File: src/rtl/hilo_muldiv_seq.sv
// HI/LO owner and multi-cycle MULT/MULTU/DIV/DIVU sequencer; stalls the pipeline while iterating.
// Optional build macro MULDIV_EARLY_OUT_EN: multiply stops once the remaining multiplier bits are zero.
module hilo_muldiv_seq #(
  parameter int unsigned WIDTH = 32
) (
  input  logic             clk,
  input  logic             reset,
  input  logic             start_i,
  input  logic [1:0]       op_i,
  input  logic [WIDTH-1:0] a_i,
  input  logic [WIDTH-1:0] b_i,
  input  logic             flush_i,
  input  logic             hi_we_i,
  input  logic             lo_we_i,
  input  logic [WIDTH-1:0] wdata_i,
  output logic             stall_o,
  output logic             busy_o,
  output logic             done_o,
  output logic [WIDTH-1:0] hi_o,
  output logic [WIDTH-1:0] lo_o
);

  localparam int unsigned CW = (WIDTH > 1) ? $clog2(WIDTH) : 1;

  typedef enum logic [1:0] {IDLE, MUL, DIV, DONE} state_t;

  state_t             state;
  logic [2*WIDTH-1:0] acc;
  logic [2*WIDTH-1:0] mcand;
  logic [WIDTH-1:0]   bmag;
  logic [CW-1:0]      cnt;
  logic               sgn, neg_q, neg_r;

  logic               idle_like, accept, last_cnt, mul_last;
  logic               a_neg, b_neg;
  logic [WIDTH-1:0]   a_mag, b_mag;
  logic [2*WIDTH-1:0] mul_sum, mul_res;
  logic [WIDTH:0]     div_shift, div_diff;
  logic               qbit;
  logic [WIDTH-1:0]   rem_nx, quo_nx, rem_fix, quo_fix;

  always_comb begin
    idle_like = (state == IDLE) || (state == DONE);
    accept    = start_i && idle_like && !flush_i;
    busy_o    = (state == MUL) || (state == DIV);
    done_o    = (state == DONE);
    stall_o   = accept || busy_o;

    a_neg = !op_i[0] && a_i[WIDTH-1];
    b_neg = !op_i[0] && b_i[WIDTH-1];
    a_mag = a_neg ? -a_i : a_i;
    b_mag = b_neg ? -b_i : b_i;

    last_cnt = (cnt == CW'(WIDTH-1));
    mul_sum  = acc + (bmag[0] ? mcand : '0);
`ifdef MULDIV_EARLY_OUT_EN
    mul_last = last_cnt || (bmag[WIDTH-1:1] == '0);
`else
    mul_last = last_cnt;
`endif
    mul_res = (sgn && neg_q) ? -mul_sum : mul_sum;

    // Restoring step: remainder lives in acc upper half, dividend/quotient in the lower half.
    div_shift = acc[2*WIDTH-1:WIDTH-1];
    div_diff  = div_shift - {1'b0, bmag};
    qbit      = !div_diff[WIDTH];
    rem_nx    = qbit ? div_diff[WIDTH-1:0] : div_shift[WIDTH-1:0];
    quo_nx    = {acc[WIDTH-2:0], qbit};
    quo_fix   = (sgn && neg_q) ? -quo_nx : quo_nx;
    rem_fix   = (sgn && neg_r) ? -rem_nx : rem_nx;
  end

  always_ff @(posedge clk or negedge reset) begin
    if (!reset) begin
      state <= IDLE;
      acc   <= '0;
      mcand <= '0;
      bmag  <= '0;
      cnt   <= '0;
      sgn   <= 1'b0;
      neg_q <= 1'b0;
      neg_r <= 1'b0;
      hi_o  <= '0;
      lo_o  <= '0;
    end else if (flush_i) begin
      state <= IDLE;
    end else begin
      case (state)
        IDLE, DONE: begin
          if (hi_we_i) hi_o <= wdata_i;
          if (lo_we_i) lo_o <= wdata_i;
          state <= IDLE;
          if (start_i) begin
            acc   <= op_i[1] ? {{WIDTH{1'b0}}, a_mag} : '0;
            mcand <= {{WIDTH{1'b0}}, a_mag};
            bmag  <= b_mag;
            cnt   <= '0;
            sgn   <= !op_i[0];
            neg_q <= a_neg ^ b_neg;
            neg_r <= a_neg;
            // Divide by zero resolves at the accept edge, overriding any coincident MTHI/MTLO.
            if (op_i[1] && (b_i == '0)) begin
              lo_o  <= '1;
              hi_o  <= a_i;
              state <= DONE;
            end else begin
              state <= op_i[1] ? DIV : MUL;
            end
          end
        end
        MUL: begin
          acc   <= mul_sum;
          mcand <= mcand << 1;
          bmag  <= bmag >> 1;
          cnt   <= cnt + 1'b1;
          if (mul_last) begin
            hi_o  <= mul_res[2*WIDTH-1:WIDTH];
            lo_o  <= mul_res[WIDTH-1:0];
            state <= DONE;
          end
        end
        DIV: begin
          acc <= {rem_nx, quo_nx};
          cnt <= cnt + 1'b1;
          if (last_cnt) begin
            lo_o  <= quo_fix;
            hi_o  <= rem_fix;
            state <= DONE;
          end
        end
        default: state <= IDLE;
      endcase
    end
  end

endmodule

File: config.mk
export PLATFORM = sky130hd
export DESIGN_NAME = hilo_muldiv_seq
export DESIGN_NICKNAME = d
export VERILOG_FILES = /design/src/rtl/hilo_muldiv_seq.sv
export SDC_FILE = /design/constraint.sdc
export NUM_CORES = 1
export LEC_CHECK = 0
export BUFFER_PORTS_ARGS = -buffer_cell sky130_fd_sc_hd__buf_2
export CAP_MARGIN = 10
export CORE_ASPECT_RATIO = 0.9
export CORE_UTILIZATION = 42
export CTS_CLUSTER_DIAMETER = 100
export DETAILED_ROUTE_END_ITERATION = 10
export PLACE_DENSITY_LB_ADDON = 0.1
export SETUP_SLACK_MARGIN = 0.3
export SLEW_MARGIN = 0
export SYNTH_ARGS = -nofsm -noshare
export SYNTH_HDL_FRONTEND = slang
export SYNTH_SLANG_ARGS = --single-unit
File: constraint.sdc
create_clock -name clk -period 10.3 [get_ports clk]
set_input_delay 0.515 -clock clk [delete_from_list [all_inputs] [get_ports clk]]
set_output_delay 0.515 -clock clk [all_outputs]
set_load 0.02 [all_outputs]
==> report_table.html, run 1 <==
<table>
<tr><th>Metric</th><th>Value</th></tr>
<tr><th colspan="2">Setup path</th></tr>
<tr><td>Beginning of the worst register-to-register path</td><td>acc[31]$_DFFE_PN0P_</td></tr>
<tr><td>Largest stage delay on the critical path</td><td>610 ps</td></tr>
<tr><td>Critical-path top delay cell</td><td>sky130_fd_sc_hd__or4b_2</td></tr>
<tr><td>Setup crit end kind</td><td>flip-flop</td></tr>
<tr><td>Startpoint kind of the worst setup timing path</td><td>flip-flop</td></tr>
<tr><td>Cell family with the largest share of critical-path delay</td><td>compound AO/OA/AOI/OAI gates</td></tr>
<tr><td>Critical path depth</td><td>22</td></tr>
<tr><td>Worst Reg2Reg Path Length in Cells</td><td>22</td></tr>
<tr><td>Maximum fanout along the worst path</td><td>26</td></tr>
<tr><td>Required time reported for the critical path endpoint</td><td>10730 ps</td></tr>
<tr><td>Cell Chain, Critical Path</td><td>inv_1 -&gt; ha_1 -&gt; inv_1 -&gt; fa_1 -&gt; a211oi_1 -&gt; o21ai_0 -&gt; o21ai_0 -&gt; a21oi_1 -&gt; a41oi_1 -&gt; xnor2_2 -&gt; buf_4 -&gt; inv_2 -&gt; a21oi_1 -&gt; ha_1 -&gt; nand2_1 -&gt; or4b_2 -&gt; mux2i_1 -&gt; nand3_1 -&gt; nor3_1 -&gt; a2111oi_0 -&gt; nor3_1 -&gt; a31oi_1</td></tr>
<tr><td>Critical path buffer and inverter count</td><td>4</td></tr>
<tr><td>Critical Setup Path Class</td><td>reg2reg</td></tr>
<tr><td>Critical path data arrival time</td><td>7010 ps</td></tr>
<tr><td>Crit path launch</td><td>acc[31]$_DFFE_PN0P_</td></tr>
<tr><th colspan="2">Global route</th></tr>
<tr><td>Residual overflow from global routing</td><td>0</td></tr>
<tr><td>Via count of the first global-routing pass</td><td>about 25k</td></tr>
<tr><td>Global router's overall resource usage</td><td>between 30% and 40%</td></tr>
<tr><td>Pin count of the biggest net entering global routing</td><td>100</td></tr>
<tr><td>Initial antenna violation count</td><td>1</td></tr>
<tr><td>First-pass GRT wire length</td><td>~160 mm</td></tr>
<tr><th colspan="2">Yosys</th></tr>
<tr><td>Area of the mapped netlist</td><td>between 0.02 and 0.025 mm2</td></tr>
<tr><td>Total of warnings raised by yosys</td><td>0</td></tr>
<tr><td>Number of enable flip-flop cells after synthesis</td><td>0</td></tr>
<tr><td>Cell count after synthesis</td><td>roughly 3.3k</td></tr>
<tr><td>Sequential element share of the synthesized area</td><td>24.1%</td></tr>
<tr><td>Dominant register cell in the synthesized netlist</td><td>sky130_fd_sc_hd__dfrtp_1</td></tr>
<tr><td>Yosys reg bits</td><td>approximately 230</td></tr>
<tr><td>Post-synth ARST share</td><td>100%</td></tr>
<tr><td>Average cell area after synthesis</td><td>7.36 um2</td></tr>
<tr><td>Library cells used by synthesis</td><td>approximately 110</td></tr>
<tr><td>Post-synth net total</td><td>approximately 3.5k</td></tr>
<tr><th colspan="2">Finish</th></tr>
<tr><td>Ratio of cells with drive above 1 in the final layout</td><td>under 10%</td></tr>
<tr><td>Count of fill cells added during filler insertion</td><td>~6k</td></tr>
<tr><td>Area growth from synthesis to layout</td><td>9.80%</td></tr>
<tr><td>Commonest non-fill, non-tap cells in the layout</td><td>sky130_fd_sc_hd__nand2_1 (410), sky130_fd_sc_hd__a21oi_1 (333), sky130_fd_sc_hd__nor2_1 (299), sky130_fd_sc_hd__o21ai_0 (290), sky130_fd_sc_hd__dfrtp_1 (234)</td></tr>
<tr><td>Combined area of the multi-input logic cells</td><td>about 0.017 mm2</td></tr>
<tr><td>Count of nets after finishing</td><td>~3.5k</td></tr>
<tr><td>Antenna fix cells</td><td>0</td></tr>
<tr><td>Most common cell after layout, fill and taps aside</td><td>sky130_fd_sc_hd__nand2_1</td></tr>
<tr><td>Post-route core utilization</td><td>between 40% and 50%</td></tr>
<tr><td>Register area</td><td>a little under 0.006 mm2</td></tr>
<tr><th colspan="2">Placement</th></tr>
<tr><td>RD Place Congestion</td><td>approximately 1</td></tr>
<tr><td>Buffers on Ports</td><td>between 150 and 200</td></tr>
<tr><td>Estimated wirelength of the detail-placed design</td><td>approximately 83 mm</td></tr>
<tr><th colspan="2">Clock network</th></tr>
<tr><td>Number of buffers created by CTS</td><td>29</td></tr>
<tr><td>Post_cts resized</td><td>0</td></tr>
<tr><td>Clock tree from TritonCTS</td><td>yes</td></tr>
<tr><td>Max clock buf depth</td><td>3</td></tr>
<tr><td>H-Tree Level Count</td><td>1</td></tr>
<tr><td>Clock transition time at the flip-flop clock pins of the worst setup and hold paths</td><td>60 ps</td></tr>
<tr><td>Library cell used as clock root buffer</td><td>sky130_fd_sc_hd__clkbuf_16</td></tr>
<tr><td>Latest clock arrival within the worst-skew pair</td><td>between 500 and 600 ps</td></tr>
<tr><td>Number of buffers inserted by hold repair at cts</td><td>0</td></tr>
<tr><td>Clk sinks</td><td>between 200 and 250</td></tr>
<tr><td>Post-CTS Setup Inserts</td><td>0</td></tr>
<tr><th colspan="2">Floorplanning</th></tr>
<tr><td>Number of placement rows</td><td>83</td></tr>
<tr><td>Die extent in y</td><td>~230 um</td></tr>
<tr><td>Die ar.</td><td>0.0588 mm2</td></tr>
<tr><td>Horiz. Die Dim</td><td>255 um</td></tr>
<tr><td>Core region area</td><td>between 0.05 and 0.06 mm2</td></tr>
<tr><td>Initial core utilization</td><td>42.5%</td></tr>
<tr><td>I/O pin cnt</td><td>171</td></tr>
<tr><th colspan="2">STA</th></tr>
<tr><td>Fin Clk Skew</td><td>between 20 and 25 ps</td></tr>
<tr><td>Final count of negative-setup-slack endpoints</td><td>0</td></tr>
<tr><td>Final period utilization</td><td>a little under two thirds</td></tr>
<tr><td>Final hold viol count</td><td>16</td></tr>
<tr><td>Number of pins with negative max-slew slack in the final report</td><td>0</td></tr>
<tr><td>Worst-case headroom to the max-slew limit</td><td>7.27%</td></tr>
<tr><td>Final total negative setup slack</td><td>0 ps</td></tr>
<tr><td>Final period demand of the worst path</td><td>6570 ps</td></tr>
<tr><td>Post-route worst hold slack</td><td>-53.4 ps</td></tr>
<tr><td>Worst slew pin tran</td><td>~1400 ps</td></tr>
<tr><td>Setup repair after global routing missed its margin</td><td>no</td></tr>
<tr><td>Maximum operating frequency</td><td>between 150 and 200 MHz</td></tr>
<tr><th colspan="2">Power and ir drop</th></tr>
<tr><td>Worst IR drop on VDD</td><td>between 0.1 and 0.15 mV</td></tr>
<tr><td>Leak pwr</td><td>roughly 11 nW</td></tr>
<tr><td>Cell Pwr Density</td><td>between 200 and 300 mW/mm2</td></tr>
<tr><td>Total power</td><td>slightly below 7 mW</td></tr>
<tr><th colspan="2">Routing</th></tr>
<tr><td>Total detailed-routing wirelength</td><td>between 100 and 150 mm</td></tr>
<tr><td>Router iterations before antenna repair</td><td>9</td></tr>
<tr><td>DR vias/cell</td><td>~6.5</td></tr>
<tr><td>Wire length per cell after detailed routing</td><td>around 27 um</td></tr>
<tr><td>Number of vias after detailed routing</td><td>26.6k</td></tr>
<tr><td>Antenna Violating Nets Remaining</td><td>0</td></tr>
<tr><td>Number of remaining DRC errors</td><td>0</td></tr>
<tr><td>Drt initial violations</td><td>between 2k and 3k</td></tr>
<tr><th colspan="2">Status</th></tr>
<tr><td>Violations in the final reports</td><td>negative hold slack</td></tr>
<tr><td>Result of the run</td><td>finished with violations</td></tr>
<tr><th colspan="2">Job</th></tr>
<tr><td>Maxcap violations</td><td>0</td></tr>
<tr><th colspan="2">Hold path</th></tr>
<tr><td>Worst hold path class</td><td>in2async</td></tr>
</table>
==> layer usage <==
| metal | track usage (%) | vias to the layer above | wire (um) |
|---|---|---|---|
| li1 | - | 12200 | - |
| met3 | 5.02 | 315 | 7610 |
| met4 | 24.1 | 2 | 8410 |
| met2 | 56.1 | 1281 | 48100 |
| met1 | 46.3 | 12800 | 45100 |
| met5 | 0 | - | 13 |
==> synthesized netlist by cell type (all sizes together) (10+ instances only) <==
master	n	share of area (%)
and2	97	2.5
clkbuf	169	2.6
nor2	303	4.7
or3	35	0.92
a22o	13	0.47
a31oi	39	1.0
nor3	78	1.6
ha	105	5.4
o41ai	10	0.36
a211oi	40	1.3
nor4b	12	0.43
mux2i	84	3.5
a2111oi	11	0.50
nor4	35	0.99
and3	27	0.72
buf	38	0.70
and4	13	0.48
o221ai	29	1.1
o22ai	12	0.31
a21oi	338	7.1
nand3	83	1.7
a211o	12	0.43
o31ai	31	0.98
xnor2	124	4.5
inv	86	1.3
dfrtp	234	24
a22oi	21	0.65
a21o	57	1.8
a221oi	42	1.5
nand4	42	1.1
o211ai	29	0.97
a41oi	10	0.36
nand2	413	6.4
or4	12	0.37
nor2b	10	0.26
nand2b	19	0.49
o2111ai	15	0.54
o21a	36	1.1
xor2	84	3.0
o21ai	309	6.4
or2	19	0.49
o21bai	10	0.31
==> cells by family after synthesis <==
logic type,Yosys count,share of synthesized area [%]
AND/OR/NAND/NOR,1225,24.1
XOR/XNOR,208,7.50
AO/OA/AOI/OAI,1139,30.1
multiplexers,93,3.88
flip-flops,234,24.1
buffers and inverters,294,4.66
adder cells (fa/ha/maj),107,5.58
==> final timing paths <==
path                                          to  slack [ps]
min                         mcand[5]$_DFFE_PN0P_         -50
min in group clk            lo_o[29]$_DFFE_PN0P_         200
max reg2reg                 hi_o[28]$_DFFE_PN0P_        3730
min reg2reg                mcand[63]$_DFFE_PN0P_         480
max                         hi_o[28]$_DFFE_PN0P_        3730
max in group asynchronous   bmag[23]$_DFFE_PN0P_        8740
==> sequential cells by signal, indices dropped and copies added (netlist names) <==
register	flops
acc	64
mcand	64
bmag	32
hi_o	32
lo_o	32
cnt	5
state	2
neg_q	1
neg_r	1
sgn	1
==> final cells by class <==
type | count | share of cell area [%]
Sequential cell | 234 | 22.0
Timing Repair Buffer | 204 | 4.19
Clock inverter | 9 | 0.638
Multi-Input combinational cell | 2772 | 65.2
Tap cell | 765 | 3.59
Inverter | 87 | 1.23
Clock buffer | 41 | 3.19
==> power by group <==
group	switching, mW	total, mW	internal, mW
Clock	0.450	1.14	0.692
Combinational	2.83	4.17	1.34
Sequential	0.356	1.57	1.22
Total	3.63	6.89	3.25
==> worst reg2reg max path, stage by stage (launching register included) <==
cell                        delay, ps
sky130_fd_sc_hd__dfrtp_1          430
sky130_fd_sc_hd__inv_1            100
sky130_fd_sc_hd__ha_1             200
sky130_fd_sc_hd__inv_1             70
sky130_fd_sc_hd__fa_1             420
sky130_fd_sc_hd__a211oi_1         350
sky130_fd_sc_hd__o21ai_0          200
sky130_fd_sc_hd__o21ai_0          350
sky130_fd_sc_hd__a21oi_1          150
sky130_fd_sc_hd__a41oi_1          320
sky130_fd_sc_hd__xnor2_2          140
sky130_fd_sc_hd__buf_4            380
sky130_fd_sc_hd__inv_2            330
sky130_fd_sc_hd__a21oi_1          390
sky130_fd_sc_hd__ha_1             310
sky130_fd_sc_hd__nand2_1           60
sky130_fd_sc_hd__or4b_2           610
sky130_fd_sc_hd__mux2i_1          480
sky130_fd_sc_hd__nand3_1          200
sky130_fd_sc_hd__nor3_1           400
sky130_fd_sc_hd__a2111oi_0        180
sky130_fd_sc_hd__nor3_1           250
sky130_fd_sc_hd__a31oi_1          110
==> metrics by stage <==
stage / area, um2 / setup WS [ps] / hold slack, ps / cells
after global placement: 25600 / 3850 / 461 / 4062
after CTS: 26700 / 3830 / 21.2 / 4112
after detailed placement: 25600 / 3840 / 476 / 4062
after global routing: 26700 / 3350 / 46.9 / 4112
after floorplan: 24300 / 4720 / 219 / 3300
final: 26700 / 3730 / -53.4 / 4112
No activity file was read; power rests on OpenSTA's default activity.
==> run 2: changes to the inputs <==
==> constraint.sdc (replaced) <==
create_clock -name clk -period 6.5 [get_ports clk]
set_input_delay 0.325 -clock clk [delete_from_list [all_inputs] [get_ports clk]]
set_output_delay 0.325 -clock clk [all_outputs]
set_load 0.02 [all_outputs]
==> report_table.html, run 2 (synthesized netlist as in run 1, its figures left out) <==
<table>
<tr><th>Metric</th><th>Value</th></tr>
<tr><th colspan="2">Hold path</th></tr>
<tr><td>Terminating pin of the worst hold path</td><td>lo_o[29]$_DFFE_PN0P_</td></tr>
<tr><td>Worst hold path depth</td><td>3</td></tr>
<tr><td>Worst Hold Launch</td><td>wdata_i[29]</td></tr>
<tr><td>Worst hold path class</td><td>in2reg (was in2async)</td></tr>
<tr><th colspan="2">Routing</th></tr>
<tr><td>DR vias/cell</td><td>6.42 (was 6.46)</td></tr>
<tr><td>Number of remaining DRC errors</td><td>0 (unchanged)</td></tr>
<tr><td>Wire length per cell after detailed routing</td><td>25.9 um (was 26.6 um)</td></tr>
<tr><td>Number of vias after detailed routing</td><td>26.6k (about the same)</td></tr>
<tr><td>Drt initial violations</td><td>2798 (was 2945)</td></tr>
<tr><td>Antenna Violating Nets Remaining</td><td>0 (unchanged)</td></tr>
<tr><td>Total detailed-routing wirelength</td><td>107 mm (was 109 mm)</td></tr>
<tr><td>Router iterations before antenna repair</td><td>6 (was 9)</td></tr>
<tr><th colspan="2">Power and ir drop</th></tr>
<tr><td>Total power</td><td>11.1 mW (was 6.89 mW)</td></tr>
<tr><td>Worst IR drop on VDD</td><td>0.177 mV (was 0.122 mV)</td></tr>
<tr><td>Switching fraction of total power</td><td>51.2% (was 52.7%)</td></tr>
<tr><td>Internal portion of total power</td><td>5.43 mW (was 3.25 mW)</td></tr>
<tr><td>Relative contribution of sequential cells to total power</td><td>22.2% (was 22.8%)</td></tr>
<tr><td>Logic gate share of total power</td><td>58.9% (was 60.6%)</td></tr>
<tr><td>Relative contribution of the clock network to total power</td><td>18.9% (was 16.6%)</td></tr>
<tr><td>Reported net switching power</td><td>5.70 mW (was 3.63 mW)</td></tr>
<tr><td>Cell Pwr Density</td><td>412 mW/mm2 (was 258 mW/mm2)</td></tr>
<tr><td>Leak pwr</td><td>11.6 nW (was 11.4 nW)</td></tr>
<tr><th colspan="2">Setup path</th></tr>
<tr><td>FF-to-FF End</td><td>hi_o[9]$_DFFE_PN0P_ (was hi_o[28]$_DFFE_PN0P_)</td></tr>
<tr><td>Maximum fanout along the worst path</td><td>33 (was 26)</td></tr>
<tr><td>Startpoint kind of the worst setup timing path</td><td>flip-flop (unchanged)</td></tr>
<tr><td>Largest stage delay on the critical path</td><td>950 ps (was 610 ps)</td></tr>
<tr><td>Setup crit end kind</td><td>flip-flop (unchanged)</td></tr>
<tr><td>Critical Setup Path Class</td><td>reg2reg (unchanged)</td></tr>
<tr><td>Critical path data arrival time</td><td>6350 ps (was 7010 ps)</td></tr>
<tr><td>Critical-path top delay cell</td><td>sky130_fd_sc_hd__a221oi_1 (was sky130_fd_sc_hd__or4b_2)</td></tr>
<tr><td>Cell family with the largest share of critical-path delay</td><td>compound AO/OA/AOI/OAI gates (unchanged)</td></tr>
<tr><td>Flop-to-flop setup slack</td><td>540 ps (was 3730 ps)</td></tr>
<tr><td>Cell Chain, Critical Path</td><td>buf_4 -&gt; and2_1 -&gt; ha_1 -&gt; inv_1 -&gt; fa_1 -&gt; nand2b_1 -&gt; a21oi_2 -&gt; o21ai_0 -&gt; a21oi_1 -&gt; nor2_1 -&gt; xnor2_1 -&gt; or4b_1 -&gt; nor3_2 -&gt; a21oi_1 -&gt; xnor2_1 -&gt; a221oi_1 -&gt; o31ai_1 (was inv_1 -&gt; ha_1 -&gt; inv_1 -&gt; fa_1 -&gt; a211oi_1 -&gt; o21ai_0 -&gt; o21ai_0 -&gt; a21oi_1 -&gt; a41oi_1 -&gt; xnor2_2 -&gt; buf_4 -&gt; inv_2 -&gt; a21oi_1 -&gt; ha_1 -&gt; nand2_1 -&gt; or4b_2 -&gt; mux2i_1 -&gt; nand3_1 -&gt; nor3_1 -&gt; a2111oi_0 -&gt; nor3_1 -&gt; a31oi_1)</td></tr>
<tr><td>Required time reported for the critical path endpoint</td><td>6890 ps (was 10730 ps)</td></tr>
<tr><td>Beginning of the worst register-to-register path</td><td>bmag[0]$_DFFE_PN0P_ (was acc[31]$_DFFE_PN0P_)</td></tr>
<tr><td>Worst Reg2Reg Path Length in Cells</td><td>17 (was 22)</td></tr>
<tr><td>Critical path buffer and inverter count</td><td>2 (was 4)</td></tr>
<tr><th colspan="2">Floorplanning</th></tr>
<tr><td>Number of placement rows</td><td>83 (unchanged)</td></tr>
<tr><td>Initial core utilization</td><td>42.5% (unchanged)</td></tr>
<tr><td>Die extent in y</td><td>230 um (unchanged)</td></tr>
<tr><td>Core region area</td><td>0.0571 mm2 (unchanged)</td></tr>
<tr><td>I/O pin cnt</td><td>171 (unchanged)</td></tr>
<tr><td>Die ar.</td><td>0.0588 mm2 (unchanged)</td></tr>
<tr><td>Horiz. Die Dim</td><td>255 um (unchanged)</td></tr>
<tr><th colspan="2">Job</th></tr>
<tr><td>Maxcap violations</td><td>0 (unchanged)</td></tr>
<tr><th colspan="2">Global route</th></tr>
<tr><td>Met1 demand-to-capacity share in global routing</td><td>45.9% (was 46.3%)</td></tr>
<tr><td>Most Crowded Layer GR</td><td>met2 (unchanged)</td></tr>
<tr><td>Pin count of the biggest net entering global routing</td><td>131 (was 100)</td></tr>
<tr><td>Initial antenna violation count</td><td>4 (was 1)</td></tr>
<tr><td>Global router's overall resource usage</td><td>35.4% (was 35.9%)</td></tr>
<tr><td>Via count of the first global-routing pass</td><td>24.8k (was 24.6k)</td></tr>
<tr><td>First-pass GRT wire length</td><td>159 mm (was 162 mm)</td></tr>
<tr><td>Met3 demand-to-capacity share in global routing</td><td>3.99% (was 5.02%)</td></tr>
<tr><td>Met2 global-route usage</td><td>55.9% (was 56.1%)</td></tr>
<tr><td>Residual overflow from global routing</td><td>0 (unchanged)</td></tr>
<tr><th colspan="2">Clock network</th></tr>
<tr><td>Clk sinks</td><td>234 (unchanged)</td></tr>
<tr><td>Max clock buf depth</td><td>3 (unchanged)</td></tr>
<tr><td>Number of buffers created by CTS</td><td>34 (was 29)</td></tr>
<tr><td>Post-CTS Setup Inserts</td><td>0 (unchanged)</td></tr>
<tr><td>Library cell used as clock root buffer</td><td>sky130_fd_sc_hd__clkbuf_16 (unchanged)</td></tr>
<tr><td>H-Tree Level Count</td><td>2 (was 1)</td></tr>
<tr><td>Latest clock arrival within the worst-skew pair</td><td>570 ps (was 590 ps)</td></tr>
<tr><td>Clock tree from TritonCTS</td><td>yes (unchanged)</td></tr>
<tr><td>Clock transition time at the flip-flop clock pins of the worst setup and hold paths</td><td>60 ps (about the same)</td></tr>
<tr><th colspan="2">STA</th></tr>
<tr><td>Maximum operating frequency</td><td>168 MHz (was 152 MHz)</td></tr>
<tr><td>Final period demand of the worst path</td><td>5960 ps (was 6570 ps)</td></tr>
<tr><td>Setup repair after global routing missed its margin</td><td>no (unchanged)</td></tr>
<tr><td>Final hold viol count</td><td>0 (was 16)</td></tr>
<tr><td>Number of pins with negative max-slew slack in the final report</td><td>0 (unchanged)</td></tr>
<tr><td>Fin Clk Skew</td><td>18.7 ps (was 21.1 ps)</td></tr>
<tr><td>Final period utilization</td><td>91.7% (was 63.8%)</td></tr>
<tr><td>Worst slew pin tran</td><td>1170 ps (was 1360 ps)</td></tr>
<tr><td>Final count of negative-setup-slack endpoints</td><td>0 (unchanged)</td></tr>
<tr><td>Worst-case headroom to the max-slew limit</td><td>22.1% (was 7.27%)</td></tr>
<tr><td>Final total negative setup slack</td><td>0 ps (unchanged)</td></tr>
<tr><td>Post-route worst hold slack</td><td>35.6 ps (was -53.4 ps)</td></tr>
<tr><th colspan="2">Finish</th></tr>
<tr><td>Most common cell after layout, fill and taps aside</td><td>sky130_fd_sc_hd__nand2_1 (unchanged)</td></tr>
<tr><td>Count of nets after finishing</td><td>3555 (was 3539)</td></tr>
<tr><td>Registers with the most flip-flops</td><td>acc (64), mcand (64) (unchanged)</td></tr>
<tr><td>Commonest non-fill, non-tap cells in the layout</td><td>sky130_fd_sc_hd__nand2_1 (410), sky130_fd_sc_hd__a21oi_1 (333), sky130_fd_sc_hd__nor2_1 (299), sky130_fd_sc_hd__o21ai_0 (289), sky130_fd_sc_hd__dfrtp_1 (234) (was sky130_fd_sc_hd__nand2_1 (410), sky130_fd_sc_hd__a21oi_1 (333), sky130_fd_sc_hd__nor2_1 (299), sky130_fd_sc_hd__o21ai_0 (290), sky130_fd_sc_hd__dfrtp_1 (234))</td></tr>
<tr><td>Summed area of non-filler cells in the final layout</td><td>0.0270 mm2 (was 0.0267 mm2)</td></tr>
<tr><td>Area growth from synthesis to layout</td><td>11.2% (was 9.80%)</td></tr>
<tr><td>Ratio of cells with drive above 1 in the final layout</td><td>10.5% (was 9.83%)</td></tr>
<tr><td>Post-route core utilization</td><td>47.3% (was 46.7%)</td></tr>
<tr><td>Count of fill cells added during filler insertion</td><td>5763 (was 5845)</td></tr>
<tr><th colspan="2">Placement</th></tr>
<tr><td>RD Place Congestion</td><td>0.974 (was 0.982)</td></tr>
<tr><td>Buffers on Ports</td><td>170 (unchanged)</td></tr>
<tr><td>Estimated wirelength of the detail-placed design</td><td>81.9 mm (was 83.4 mm)</td></tr>
<tr><td>Cell area after placement</td><td>0.0257 mm2 (was 0.0256 mm2)</td></tr>
<tr><th colspan="2">Status</th></tr>
<tr><td>Result of the run</td><td>finished, final reports clean (was finished with violations)</td></tr>
</table>
-- run 2: cell count changes in the layout (fill, tap and decap cells not counted), sizes merged --
cell | previous run | this run
buf | 204 | 213
clkbuf | 41 | 49
clkinv | 4 | 6
diode | 0 | 2
bufinv | 5 | 6
clkinvlp | 0 | 1
dlygate4sd3 | 0 | 1
-- run 2: layout make-up --
type / count / area, um2 / area share (%)
clock buffers: 48 / 1020 / 3.77
flip-flops and latches: 234 / 5860 / 21.7
inverters: 87 / 327 / 1.21
repair buffers: 215 / 1210 / 4.49
clock inverters: 13 / 218 / 0.806
diodes: 2 / 5.00 / 0.0185
multi-input cells: 2772 / 17400 / 64.5
well taps: 765 / 957 / 3.54
-- run 2: worst max path at each step --
stage	startpoint	end	depth (start not counted)
2_1_floorplan	acc[31]$_DFFE_PN0P_	hi_o[24]$_DFFE_PN0P_	23
3_3_place_gp	acc[31]$_DFFE_PN0P_	hi_o[24]$_DFFE_PN0P_	21
3_5_place_dp	acc[31]$_DFFE_PN0P_	hi_o[24]$_DFFE_PN0P_	21
4_1_cts	acc[31]$_DFFE_PN0P_	hi_o[24]$_DFFE_PN0P_	21
5_1_grt	bmag[0]$_DFFE_PN0P_	hi_o[9]$_DFFE_PN0P_	17
6_report	bmag[0]$_DFFE_PN0P_	hi_o[9]$_DFFE_PN0P_	17
-- run 2: worst register-to-register path, cell delays in order (launching register included) --
cell and delay [ps]:
sky130_fd_sc_hd__dfrtp_1 370, sky130_fd_sc_hd__buf_4 300, sky130_fd_sc_hd__and2_1 220, sky130_fd_sc_hd__ha_1 150
sky130_fd_sc_hd__inv_1 50, sky130_fd_sc_hd__fa_1 430, sky130_fd_sc_hd__nand2b_1 230, sky130_fd_sc_hd__a21oi_2 250
sky130_fd_sc_hd__o21ai_0 340, sky130_fd_sc_hd__a21oi_1 400, sky130_fd_sc_hd__nor2_1 170, sky130_fd_sc_hd__xnor2_1 200
sky130_fd_sc_hd__or4b_1 790, sky130_fd_sc_hd__nor3_2 510, sky130_fd_sc_hd__a21oi_1 150, sky130_fd_sc_hd__xnor2_1 160
sky130_fd_sc_hd__a221oi_1 950, sky130_fd_sc_hd__o31ai_1 120
-- run 2: stage by stage --
step           cells  setup slack [ps]
6_report        4136               539
5_1_grt         4134               326
4_1_cts         4133               319
3_5_place_dp    4071               345
3_3_place_gp    4071               406
2_1_floorplan   3300               924
-- run 2: layer usage --
metal	up-vias	part of all wire (%)
li1	12200	-
met1	12700	41
met2	1307	44
met3	281	7.1
met4	2	7.1
met5	-	0.013
-- run 2: power by group through the flow --
stage	logic, mW	clock network (mW)	registers (mW)
after floorplan	4.26	0	2.50
after global placement	6.34	0	2.47
after detailed placement	6.40	0	2.47
after CTS	6.43	2.13	2.46
after global routing	7.06	2.19	2.52
final	6.56	2.11	2.47
-- run 2: repair_timing --
action,CTS,global route
resized for setup,0,8
setup endpoints to repair,0,15
endpoints found under the hold margin,104,0
hold buffers,1,0
